`config.mk`:
```
export PLATFORM = sky130hd
export DESIGN_NAME = prg_seq
export DESIGN_NICKNAME = d
export VERILOG_FILES = /design/src/rtl/prg_seq.sv
export SDC_FILE = /design/constraint.sdc
export NUM_CORES = 1
export LEC_CHECK = 0
export ABC_CLOCK_PERIOD_IN_PS = 2400
export BUFFER_PORTS_ARGS = -buffer_cell sky130_fd_sc_hd__buf_2
export CAP_MARGIN = 15
export CORE_MARGIN = 10
export CORE_UTILIZATION = 50
export DETAILED_ROUTE_END_ITERATION = 8
export GPL_TIMING_DRIVEN = 0
export PLACE_DENSITY = 0.74
export SLEW_MARGIN = 15
export SYNTH_ARGS = -nofsm -noshare
export SYNTH_HDL_FRONTEND = slang
export SYNTH_SLANG_ARGS = --single-unit
```
`constraint.sdc`:
```
create_clock -name i_clk -period 2.4 [get_ports i_clk]
set_input_delay 0.24 -clock i_clk [delete_from_list [all_inputs] [get_ports i_clk]]
set_output_delay 0.24 -clock i_clk [all_outputs]
set_load 0.05 [all_outputs]
```
`src/rtl/prg_seq.sv`:
```
// Multi-cycle instruction sequencer for the 4-bit CPU core: program counter, IR, carry flag,
// memory request/acknowledge handshake with address legality check and timeout fault.
module prg_seq #(
  parameter int unsigned     DW      = 4,
  parameter int unsigned     AW      = 4,
  parameter logic [AW-1:0]   P_MEM   = AW'(4'hC),
  parameter logic [AW-1:0]   P_IOIN  = AW'(4'hD),
  parameter logic [AW-1:0]   P_IOOUT = AW'(4'hE),
  parameter int unsigned     TMO     = 8
) (
  input  logic            i_clk,
  input  logic            i_rst_n,
  input  logic            i_run,
  input  logic [DW+3:0]   i_mc_code,
  input  logic            i_carry,
  input  logic [DW-1:0]   i_r1_reg,
  input  logic            i_mem_ack,
  output logic [AW-1:0]   o_prg_cnt,
  output logic [3:0]      o_alu_sel,
  output logic            o_r0_ld,
  output logic            o_r1_ld,
  output logic            o_out_ld,
  output logic            o_carry_ld,
  output logic [AW-1:0]   o_mem_a,
  output logic            o_mem_req,
  output logic            o_mem_we,
  output logic            o_carry_flg,
  output logic            o_fault,
  output logic [2:0]      o_state
);

  typedef enum logic [2:0] {
    StIdle  = 3'd0,
    StFetch = 3'd1,
    StExec  = 3'd2,
    StMemw  = 3'd3,
    StFault = 3'd4
  } state_e;

  typedef struct packed {
    logic [3:0] sel;
    logic       r0;
    logic       r1;
    logic       cld;
    logic       rd;
    logic       wr;
  } dec_t;

  function automatic dec_t f_dec(input logic [3:0] op);
    dec_t d;
    d = '0;
    unique case (op)
      4'h0: d.r0 = 1'b1;
      4'h1: d.r1 = 1'b1;
      4'h2: begin d.sel = 4'd3; d.wr = 1'b1; end
      4'h3: begin d.sel = 4'd1; d.rd = 1'b1; d.r0 = 1'b1; end
      4'h4: begin d.sel = 4'd3; d.wr = 1'b1; end
      4'h5: begin d.sel = 4'd1; d.rd = 1'b1; d.r0 = 1'b1; end
      4'h6: begin d.sel = 4'd4; d.wr = 1'b1; end
      4'h7: begin d.sel = 4'd1; d.rd = 1'b1; d.r1 = 1'b1; end
      4'h8: begin d.sel = 4'd3; d.r1 = 1'b1; end
      4'h9: begin d.sel = 4'd2; d.r0 = 1'b1; end
      4'hA: begin d.sel = 4'd5; d.r0 = 1'b1; d.cld = 1'b1; end
      4'hB: begin d.sel = 4'd6; d.r1 = 1'b1; d.cld = 1'b1; end
      4'hC: begin d.sel = 4'd7; d.r0 = 1'b1; d.cld = 1'b1; end
      4'hD: d.sel = 4'd0;
      4'hE: d.sel = 4'd0;
      4'hF: begin d.sel = 4'd8; d.r0 = 1'b1; d.cld = 1'b1; end
      default: d = '0;
    endcase
    return d;
  endfunction

  state_e          r_state;
  logic [DW+3:0]   r_ir;
  logic [AW-1:0]   r_prg_cnt;
  logic [AW-1:0]   r_mem_a;
  logic [3:0]      r_alu_sel;
  logic [7:0]      r_cnt;
  logic            r_r0_ld, r_r1_ld, r_carry_ld;
  logic            r_mem_req, r_mem_we, r_carry_flg, r_fault;

  logic [3:0]      w_op;
  dec_t            w_dir, w_dfe;
  logic [AW-1:0]   w_addr, w_pc_inc, w_pc_nxt;
  logic            w_mem, w_legal, w_ack;

  assign w_op     = r_ir[DW+3:DW];
  assign w_dir    = f_dec(w_op);
  assign w_dfe    = f_dec(i_mc_code[DW+3:DW]);
  assign w_mem    = w_dir.rd | w_dir.wr;
  assign w_addr   = (w_op == 4'h2 || w_op == 4'h3) ? i_r1_reg[AW-1:0] : r_ir[AW-1:0];
  assign w_legal  = (w_addr <= P_MEM) | (w_dir.rd & (w_addr == P_IOIN)) |
                    (w_dir.wr & (w_addr == P_IOOUT));
  assign w_pc_inc = r_prg_cnt + AW'(1);
  assign w_ack    = (r_state == StMemw) & i_mem_ack;

  // JNC tests the registered flag, never the live ALU carry
  always_comb begin
    w_pc_nxt = w_pc_inc;
    if (w_op == 4'hD) w_pc_nxt = r_ir[AW-1:0];
    else if (w_op == 4'hE && !r_carry_flg) w_pc_nxt = r_ir[AW-1:0];
  end

  always_ff @(posedge i_clk or negedge i_rst_n) begin
    if (!i_rst_n) begin
      r_state     <= StIdle;
      r_ir        <= '0;
      r_prg_cnt   <= '0;
      r_mem_a     <= '0;
      r_alu_sel   <= '0;
      r_cnt       <= '0;
      r_r0_ld     <= 1'b0;
      r_r1_ld     <= 1'b0;
      r_carry_ld  <= 1'b0;
      r_mem_req   <= 1'b0;
      r_mem_we    <= 1'b0;
      r_carry_flg <= 1'b0;
      r_fault     <= 1'b0;
    end else begin
      unique case (r_state)
        StIdle: if (i_run) r_state <= StFetch;
        StFetch: begin
          // non-memory strobes are pre-decoded so they are registered for the EXEC cycle
          r_ir       <= i_mc_code;
          r_alu_sel  <= w_dfe.sel;
          r_r0_ld    <= w_dfe.r0 & ~(w_dfe.rd | w_dfe.wr);
          r_r1_ld    <= w_dfe.r1 & ~(w_dfe.rd | w_dfe.wr);
          r_carry_ld <= w_dfe.cld;
          r_state    <= StExec;
        end
        StExec: begin
          r_r0_ld    <= 1'b0;
          r_r1_ld    <= 1'b0;
          r_carry_ld <= 1'b0;
          if (r_carry_ld) r_carry_flg <= i_carry;
          if (w_mem && w_legal) begin
            r_mem_req <= 1'b1;
            r_mem_we  <= w_dir.wr;
            r_mem_a   <= w_addr;
            r_cnt     <= '0;
            r_state   <= StMemw;
          end else if (w_mem) begin
            r_alu_sel <= '0;
            r_fault   <= 1'b1;
            r_state   <= StFault;
          end else begin
            r_alu_sel <= '0;
            r_prg_cnt <= w_pc_nxt;
            r_state   <= i_run ? StFetch : StIdle;
          end
        end
        StMemw: begin
          if (i_mem_ack) begin
            r_mem_req <= 1'b0;
            r_mem_we  <= 1'b0;
            r_alu_sel <= '0;
            r_prg_cnt <= w_pc_inc;
            r_state   <= i_run ? StFetch : StIdle;
          end else if (r_cnt == 8'(TMO)) begin
            r_mem_req <= 1'b0;
            r_mem_we  <= 1'b0;
            r_alu_sel <= '0;
            r_fault   <= 1'b1;
            r_state   <= StFault;
          end else begin
            r_cnt <= r_cnt + 8'd1;
          end
        end
        StFault: r_state <= StFault;
        default: r_state <= StFault;
      endcase
    end
  end

  // memory-load strobes follow the acknowledge combinationally
  assign o_r0_ld     = r_r0_ld | (w_ack & w_dir.r0);
  assign o_r1_ld     = r_r1_ld | (w_ack & w_dir.r1);
  assign o_out_ld    = w_ack & r_mem_we & (r_mem_a == P_IOOUT);
  assign o_carry_ld  = r_carry_ld;
  assign o_prg_cnt   = r_prg_cnt;
  assign o_alu_sel   = r_alu_sel;
  assign o_mem_a     = r_mem_a;
  assign o_mem_req   = r_mem_req;
  assign o_mem_we    = r_mem_we;
  assign o_carry_flg = r_carry_flg;
  assign o_fault     = r_fault;
  assign o_state     = r_state;

endmodule
```
* Word level (Yosys, flattened, before mapping)
Cells that the tools add are included. Widths: inputs -> output; s select.
Storage, ports and cells: flip-flop bits (word level) 38, bits of input ports 17, output and inout port bits 23, logic and storage cells 151
Operators by class: $add $sub $neg 2, magnitude comparators 1, equal/unequal tests 45, multiplexer cells 46, bitwise gates (word level) 16, reductions and logical operators 28
Operators by type and width (number):
- $eq 4x4->1 const B | 17
- $mux 4 | 9
- $eq 4x3->1 const B | 8
- $pmux 4 s8 | 1
- $mux 8 | 3
- $mux 1 | 18
- $eq 4x2->1 const B | 4
- $ne 2x2->1 const B | 8
- $pmux 8 s2 | 1
- $mux 3 | 5
- $reduce_or 3->1 | 5
- $reduce_or 7->1 | 2
- $pmux 1 s2 | 6
- $pmux 3 s4 | 1
- $pmux 4 s3 | 1
- $reduce_or 4->1 | 3
- $and 1x1->1 | 9
- $add 8x1->8 const B | 1
- $eq 4x1->1 const B | 2
- $eq 8x4->1 const B | 1
- $logic_not 4->1 | 2
- $pmux 4 s2 | 1
- $reduce_and 4->1 | 2
- $eq 3x2->1 const B | 2
- 16 further kinds | 26

* Depth between registers and ports, before layout
Gate-level depths: netlist of run 1.
depth in word-level cells 10, mapped depth 8, gate-level depth less buffers 7

* Worst setup path after synthesis of run 1
No wires, ideal clock.
kind register to output, start reg r_state[1] (netlist: o_state[1]), end out o_out_ld, arrival 2907 ps, required time 2160 ps, path slack -747 ps, stages on the path, launching flop included 5, path buffers 1, path through dfrtp_1 > clkbuf_1 > nor2b_1 > nand3_1 > nor4_1
On the way: word-level cells in the longest chain between the ends 4
RTL lines:
- from (decl) | line 74 | state_e r_state;
- from (signal assigned) | line 107 | r_state <= StIdle;
- from (signal assigned) | line 122 | StIdle: if (i_run) r_state <= StFetch;
- from (signal assigned) | line 130 | r_state <= StExec;
- $eq 3x2->1 | line 96 | assign w_ack = (r_state == StMemw) & i_mem_ack;
- $and 1x1->1 | line 96
- $and 1x1->1 (2 in a row) | line 179 | assign o_out_ld = w_ack & r_mem_we & (r_mem_a == P_IOOUT);
- to (decl) | line 22 | output logic o_out_ld,
No other way between the ends.

* Worst setup path in the final report of run 1
start reg r_state[2] (netlist: o_state[2]), end out o_out_ld
The elaborated chain is that of the path after synthesis.

==> results of run 1 <==
cell type report:
class	count	area, µm²
flip-flops and latches	38	952
fillers	390	1750
repair buffers	37	185
plain buffers	14	68.8
multi-input cells	171	1220
inverters	3	11.3
well taps	52	65.1
clock buffers	5	68.8
clock inverters	3	40.0
metrics by stage:
step | setup slack, ns | total power, µW | setup TNS (ns)
after floorplan | -0.0244 | 2740 | -0.0489
after global placement | 0.162 | 3160 | 0
after detailed placement | 0.143 | 3200 | 0
after CTS | 0.0845 | 3760 | 0
after global routing | -0.00835 | 4000 | -0.00835
final | 0.128 | 3730 | 0
flip-flops by register name, indices dropped and copies added (netlist names), 3 cells and up:
register   count
o_alu_sel      4
o_mem_a        4
o_prg_cnt      4
o_state        3
r_cnt          8
r_ir           8
placed cells by master (no fill, tap or decap), types with 2 or more instances in the layout:
master and instances:
dfrtp_1 37, a21oi_1 12, nand4_1 3, ha_1 3, clkbuf_8 5, clkinv_2 2, o21bai_1 3, xor2_1 7
o21ai_1 3, a21o_1 6, mux2_2 5, and4_1 2, nor3b_1 6, o21ai_0 11, o31ai_1 2, nand3_1 9
nand2b_1 3, nor2b_1 6, xnor2_1 5, and3_1 2, a2111oi_0 2, nand3b_1 3, and2_1 2, nor3_1 6
a22o_1 2, inv_1 3, nor2_1 16, buf_2 40, nand2_1 19, clkbuf_1 8, mux2i_1 4, mux2_1 7
worst max-delay path by stage:
stage | slack (ns) | endpoint | cells after the start
4_1_cts | 0.08 | o_out_ld | 4
2_1_floorplan | -0.02 | o_r0_ld | 4
5_1_grt | -0.008 | o_out_ld | 5
3_5_place_dp | 0.14 | o_out_ld | 5
6_report | 0.13 | o_out_ld | 5
3_3_place_gp | 0.16 | o_out_ld | 5
logic make-up after synthesis:
logic type | count (synthesis)
and+or+nand+nor | 87
muxes | 17
DFF | 38
adders and majority gates | 3
xor gates and xnor gates | 12
AOI/OAI and AO/OA | 52
buffers and inverters | 18
layer usage:
layer  vias to the layer above  global-route usage [%]  part of all wire [%]
met5                         -                       0                     0
met4                         0                    4.86                   1.3
met1                       864                    17.7                    45
li1                        917                       -                     -
met3                         6                    4.69                   5.7
met2                        37                    23.3                    48
where the power goes:
| group | total, µW | switching, µW | leakage (µW) | internal, µW |
|---|---|---|---|---|
| logic | 1990 | 1290 | 0.000656 | 702 |
| clock network | 545 | 239 | 0.0000579 | 306 |
| registers | 1190 | 278 | 0.000475 | 912 |
timing repair:
item | in CTS | in global routing
gates resized for setup | 1 | 3
endpoints found under the setup margin | 3 | 1
buffers inserted | 0 | 0
==> summary.txt, run 1 <==
Setup violations, final = 0
Reported max-cap violation count = 0
Area grow syn2layout = 16.8%
Ant diodes = 0
Final hold violation count = 0
Post-synth top area share = 42.6%
Compound-Gate Fraction of Synth Area = 16.2%
Min Tclk post-route = 2.27 ns
Nets = 290
WL final = 5120 µm
YS warnings = 0
Worst-path clk slew = 0.08 ns
Via count = 1,824
Dpl hpwl = 3830 µm
Adder-Cell Fraction of Synth Area = 1.68%
Mapped Cells = 227
Top cells by area, synth = dfrtp_1, mux2_1, nand2_1
Slew margin rel. = 43.0%
Initial Util = 51.3%
Drt pass-1 iters = 4
Layout cell share with drive strength beyond 1 = 24.7%
Core area = 0.00435 mm²
Pin count of the biggest net entering global routing = 39
Post-route insts no fill = 323
FF+latch count, synth = 38
Antenna-violating nets left = 0
Clock Tree Buf Depth = 2
CP Capture Type = output pin
Slew @ Worst Pin = 0.855 ns
First-pass GRT wire length = 8890 µm
Synth Area in XOR/XNOR = 4.71%
Post-synth EDFFs = 0
CP arrival = 2.03 ns
Reg2reg setup slack = 0.18 ns
Initial antenna violation count = 0
Placed Instances = 316
Hold WS = 0.0517 ns
H-tree depth = 2
Vias in the first global route = 1,912
Post-Synth Simple-Gate Area = 22.6%
Crit path max fanout = 10
Buffers added on ports = 37
Reg2reg start = o_state[2]$_DFFE_PN0P_
Start point of the critical path = o_state[2]$_DFFE_PN0P_
HP Class = input pin to async pin
Worst Setup Start Kind = flop
Routed len/inst = 15.8 µm
Delay-heaviest family, CP = simple AND/OR/NAND/NOR gates
R2R depth = 5
Total leakage power = 0.00119 µW
Number of DRC markers in iteration 0 = 92
Peak Freq = 0.440 GHz
Cell with the most instances after synthesis = dfrtp_1
FP Rows = 24
Maximum vdd ir drop = 0.000739 V
Critical path required time = 2.16 ns
GPL Wtd Cong = 0.829
Status = finished, final reports clean
Top cells by count, synth = dfrtp_1, nand2_1, nor2_1
CTS Buf Count = 5
RR Endpoint = o_alu_sel[0]$_DFFE_PN0P_
Final Slew Violations = 0
Skew final = 0.00676 ns
Residual DRC = 0
Sequential-to-total area share from yosys stat = 42.6%
Syn avg cell area = 9.84 µm²
Multiplexer share of the synthesized area = 8.52%
Crit path kind = flop to output pin
Yosys top cell by area = dfrtp_1
Crit path cell chain = clkbuf_1, nor2b_2, nand3_1, nor4_4, buf_2
Hold-fix buffers, CTS = 0
Slowest cell on crit path = dfrtp_1
All-Layer GR Usage = 14.4%
Root buf cell = clkbuf_8
WP buf/inv = 2
Post-route cell area = 0.00261 mm²
Post-DP Area = 0.00250 mm²
Largest family of logic cells by synthesized area = simple AND/OR/NAND/NOR gates
Post-synth cell types = 52
Fin crit share = 94.7%
Area of the mapped netlist = 0.00223 mm²
Chip Height = 86.8 µm
Vias per cell = 5.65
Num Clock Sinks = 38
CTS tree = built
Overflow after GRT = 0
CP max stage delay = 0.39 ns
Top_reg_cell synth = dfrtp_1
I/O pins = 40
Final core occ = 59.9%
Die X = 86.8 µm
Insertion delay to the later sink of the worst-skew pair = 0.30 ns
Die area = 0.00754 mm²
Pwr dens = 1430 mW/mm²
Ys async rst share = 100%
RSZ-0062 raised after global routing = yes
Mapped Nets = 247
Note: power is estimated with default switching activity, not from simulation.
==> run 2: changes to the inputs <==
--- a/config.mk
+++ b/config.mk
@@ -6,13 +6,13 @@
 export NUM_CORES = 1
 export LEC_CHECK = 0
 export ABC_CLOCK_PERIOD_IN_PS = 2400
-export BUFFER_PORTS_ARGS = -buffer_cell sky130_fd_sc_hd__buf_2
 export CAP_MARGIN = 15
-export CORE_MARGIN = 10
+export CORE_MARGIN = 2
 export CORE_UTILIZATION = 50
 export DETAILED_ROUTE_END_ITERATION = 8
+export DONT_BUFFER_PORTS = 1
 export GPL_TIMING_DRIVEN = 0
-export PLACE_DENSITY = 0.74
+export PLACE_DENSITY = 0.66
 export SLEW_MARGIN = 15
 export SYNTH_ARGS = -nofsm -noshare
 export SYNTH_HDL_FRONTEND = slang
==> summary.txt, run 2 (same netlist as run 1, synthesis figures left out) <==
Crit path cell chain = buf_6, nor2b_4, nand3_4, nor4_4 (was clkbuf_1, nor2b_2, nand3_1, nor4_4, buf_2)
Via count = 1,706 (was 1,824)
Chip Height = 70.8 µm (was 86.8 µm)
CTS tree = built (unchanged)
Top Registers = r_cnt: 8 flops, r_ir: 8 flops (unchanged)
Skew final = 0.00694 ns (was 0.00676 ns)
Core area = 0.00432 mm² (was 0.00435 mm²)
Total leakage power = 0.00107 µW (was 0.00119 µW)
Worst Setup Start Kind = flop (unchanged)
Net switching power = 1790 µW (was 1810 µW)
Reg2reg start = r_ir[6]$_DFFE_PN0N_ (was o_state[2]$_DFFE_PN0P_)
Vias per cell = 5.88 (was 5.65)
Logic pwr share = 37.1% (was 53.5%)
Fin crit share = 96.2% (was 94.7%)
Die X = 70.8 µm (was 86.8 µm)
Maximum vdd ir drop = 0.000665 V (was 0.000739 V)
Root buf cell = clkbuf_8 (unchanged)
Routed len/inst = 17.0 µm (was 15.8 µm)
Overflow after GRT = 0 (unchanged)
Most frequent cells in the layout = dfrtp_1, nand2_1, nor2_1 (was buf_2, dfrtp_1, nand2_1)
CP Capture Type = output pin (unchanged)
Antenna-violating nets left = 0 (unchanged)
Pin count of the biggest net entering global routing = 39 (unchanged)
Worst-path clk slew = 0.08 ns (about the same)
Buffers added on ports = 0 (was 37)
Reg2reg setup slack = 0.27 ns (was 0.18 ns)
Int Pwr = 1810 µW (was 1920 µW)
Number of DRC markers in iteration 0 = 102 (was 92)
Delay-heaviest family, CP = simple AND/OR/NAND/NOR gates (unchanged)
Initial Util = 51.6% (was 51.3%)
Min-delay src = i_mc_code[2]
Area grow syn2layout = 12.8% (was 16.8%)
Post-route cell area = 0.00252 mm² (was 0.00261 mm²)
Dpl hpwl = 3480 µm (was 3830 µm)
R2R depth = 5 (unchanged)
Nets = 257 (was 290)
Setup violations, final = 0 (unchanged)
Peak Freq = 0.433 GHz (was 0.440 GHz)
RSZ-0062 raised after global routing = no (was yes)
Final Slew Violations = 0 (unchanged)
I/O pins = 40 (unchanged)
First-pass GRT wire length = 8230 µm (was 8890 µm)
Worst hold endpoint = r_ir[2]$_DFFE_PN0N_
Hold path cells = 1
H-tree depth = 2 (unchanged)
FP Rows = 24 (unchanged)
Residual DRC = 0 (unchanged)
Ant diodes = 0 (unchanged)
Power share of the sequential group = 48.6% (was 31.9%)
CP max stage delay = 0.64 ns (was 0.39 ns)
WP buf/inv = 1 (was 2)
Clock Tree Buf Depth = 2 (unchanged)
Post-DP Area = 0.00231 mm² (was 0.00250 mm²)
Num Clock Sinks = 38 (unchanged)
Most common cell after layout, fill and taps aside = dfrtp_1 (was buf_2)
Switch share = 49.7% (was 48.5%)
GPL Wtd Cong = 0.831 (was 0.829)
Clk network pwr share = 14.3% (was 14.6%)
RR Endpoint = o_alu_sel[0]$_DFFE_PN0P_ (unchanged)
Total power = 3600 µW (was 3730 µW)
HP Class = input pin to flop (was input pin to async pin)
Crit path max fanout = 10 (unchanged)
Insertion delay to the later sink of the worst-skew pair = 0.29 ns (was 0.30 ns)
WL final = 4940 µm (was 5120 µm)
Slew margin rel. = 50.0% (was 43.0%)
Crit path kind = flop to output pin (unchanged)
Reported max-cap violation count = 0 (unchanged)
Initial antenna violation count = 0 (unchanged)
Slew @ Worst Pin = 0.749 ns (was 0.855 ns)
CP arrival = 2.07 ns (was 2.03 ns)
Final hold violation count = 0 (unchanged)
Post-Place Setup Slack = -0.483 ns (was 0.143 ns)
Die area = 0.00502 mm² (was 0.00754 mm²)
Vias in the first global route = 1,644 (was 1,912)
Worst setup margin = 0.0905 ns (was 0.128 ns)
All-Layer GR Usage = 20.9% (was 14.4%)
Drt pass-1 iters = 4 (unchanged)
Layout cell share with drive strength beyond 1 = 16.8% (was 24.7%)
Min Tclk post-route = 2.31 ns (was 2.27 ns)
Slowest cell on crit path = nor4_4 (was dfrtp_1)
Pwr dens = 1430 mW/mm² (about the same)
Status = finished, final reports clean (unchanged)
Critical path required time = 2.16 ns (about the same)
CTS Buf Count = 5 (unchanged)
run 2: cell types whose count changed in the layout (fill, tap and decap cells not counted), sizes merged:
| cell | delta |
|---|---|
| dlygate4sd3 | +1 |
| bufinv | -1 |
| clkbuf | +2 |
| clkinv | -2 |
| buf | -33 |
run 2: cell type report:
cell class	count	area, µm²
multi-input cells	171	1260
plain buffers	15	81.3
repair buffers	3	37.5
fillers	395	1810
flip-flops and latches	38	955
clock buffers	8	110
well taps	52	65.1
inverters	3	11.3
run 2: how the worst max path moves through the flow:
stage               cells after the start                   start  slack [ns]                  end
floorplan                               4  o_state[1]$_DFFE_PN0P_       -0.02              o_r0_ld
detailed placement                      4  o_state[1]$_DFFE_PN0P_       -0.48              o_r0_ld
global placement                        4  o_state[1]$_DFFE_PN0P_       -0.50              o_r0_ld
CTS                                     4  o_state[2]$_DFFE_PN0P_       0.004  r_ir[6]$_DFFE_PN0N_
global route                            4  o_state[1]$_DFFE_PN0P_       0.007             o_out_ld
finish                                  4  o_state[1]$_DFFE_PN0P_        0.09             o_out_ld
run 2: stage by stage:
step                      hold slack [ns]  util, %  cells  setup TNS (ns)
final                              0.0870     58.2    290               0
after global placement            -0.0545     53.5    279           -1.93
after floorplan                   -0.0556        -    227         -0.0489
after global routing               0.0700     58.2    290               0
after CTS                          0.0853     57.6    289               0
after detailed placement          -0.0543     53.5    279           -1.75
run 2: power groups by stage:
stage | sequential [µW] | clock [µW] | combinational [µW]
2_1_floorplan | 1670 | 0 | 1070
3_3_place_gp | 1750 | 0 | 1240
3_5_place_dp | 1760 | 0 | 1260
4_1_cts | 1750 | 524 | 1320
5_1_grt | 1790 | 560 | 1500
6_report | 1750 | 514 | 1330
run 2: per-layer routing:
| metal | global-route usage (%) | routed length [µm] |
|---|---|---|
| met5 | 0 | 0 |
| met4 | 5.03 | 45 |
| met3 | 6.84 | 255 |
| met2 | 32.4 | 2350 |
| met1 | 28.7 | 2290 |
run 2: repair_timing:
item / 4_1_cts / 5_1_grt
endpoints found under the setup margin: 12 / 10
endpoints found under the hold margin: 38 / 0
setup buffers: 0 / 1
pin swaps: 1 / 2
gates resized for setup: 11 / 9
hold buffers: 2 / 0
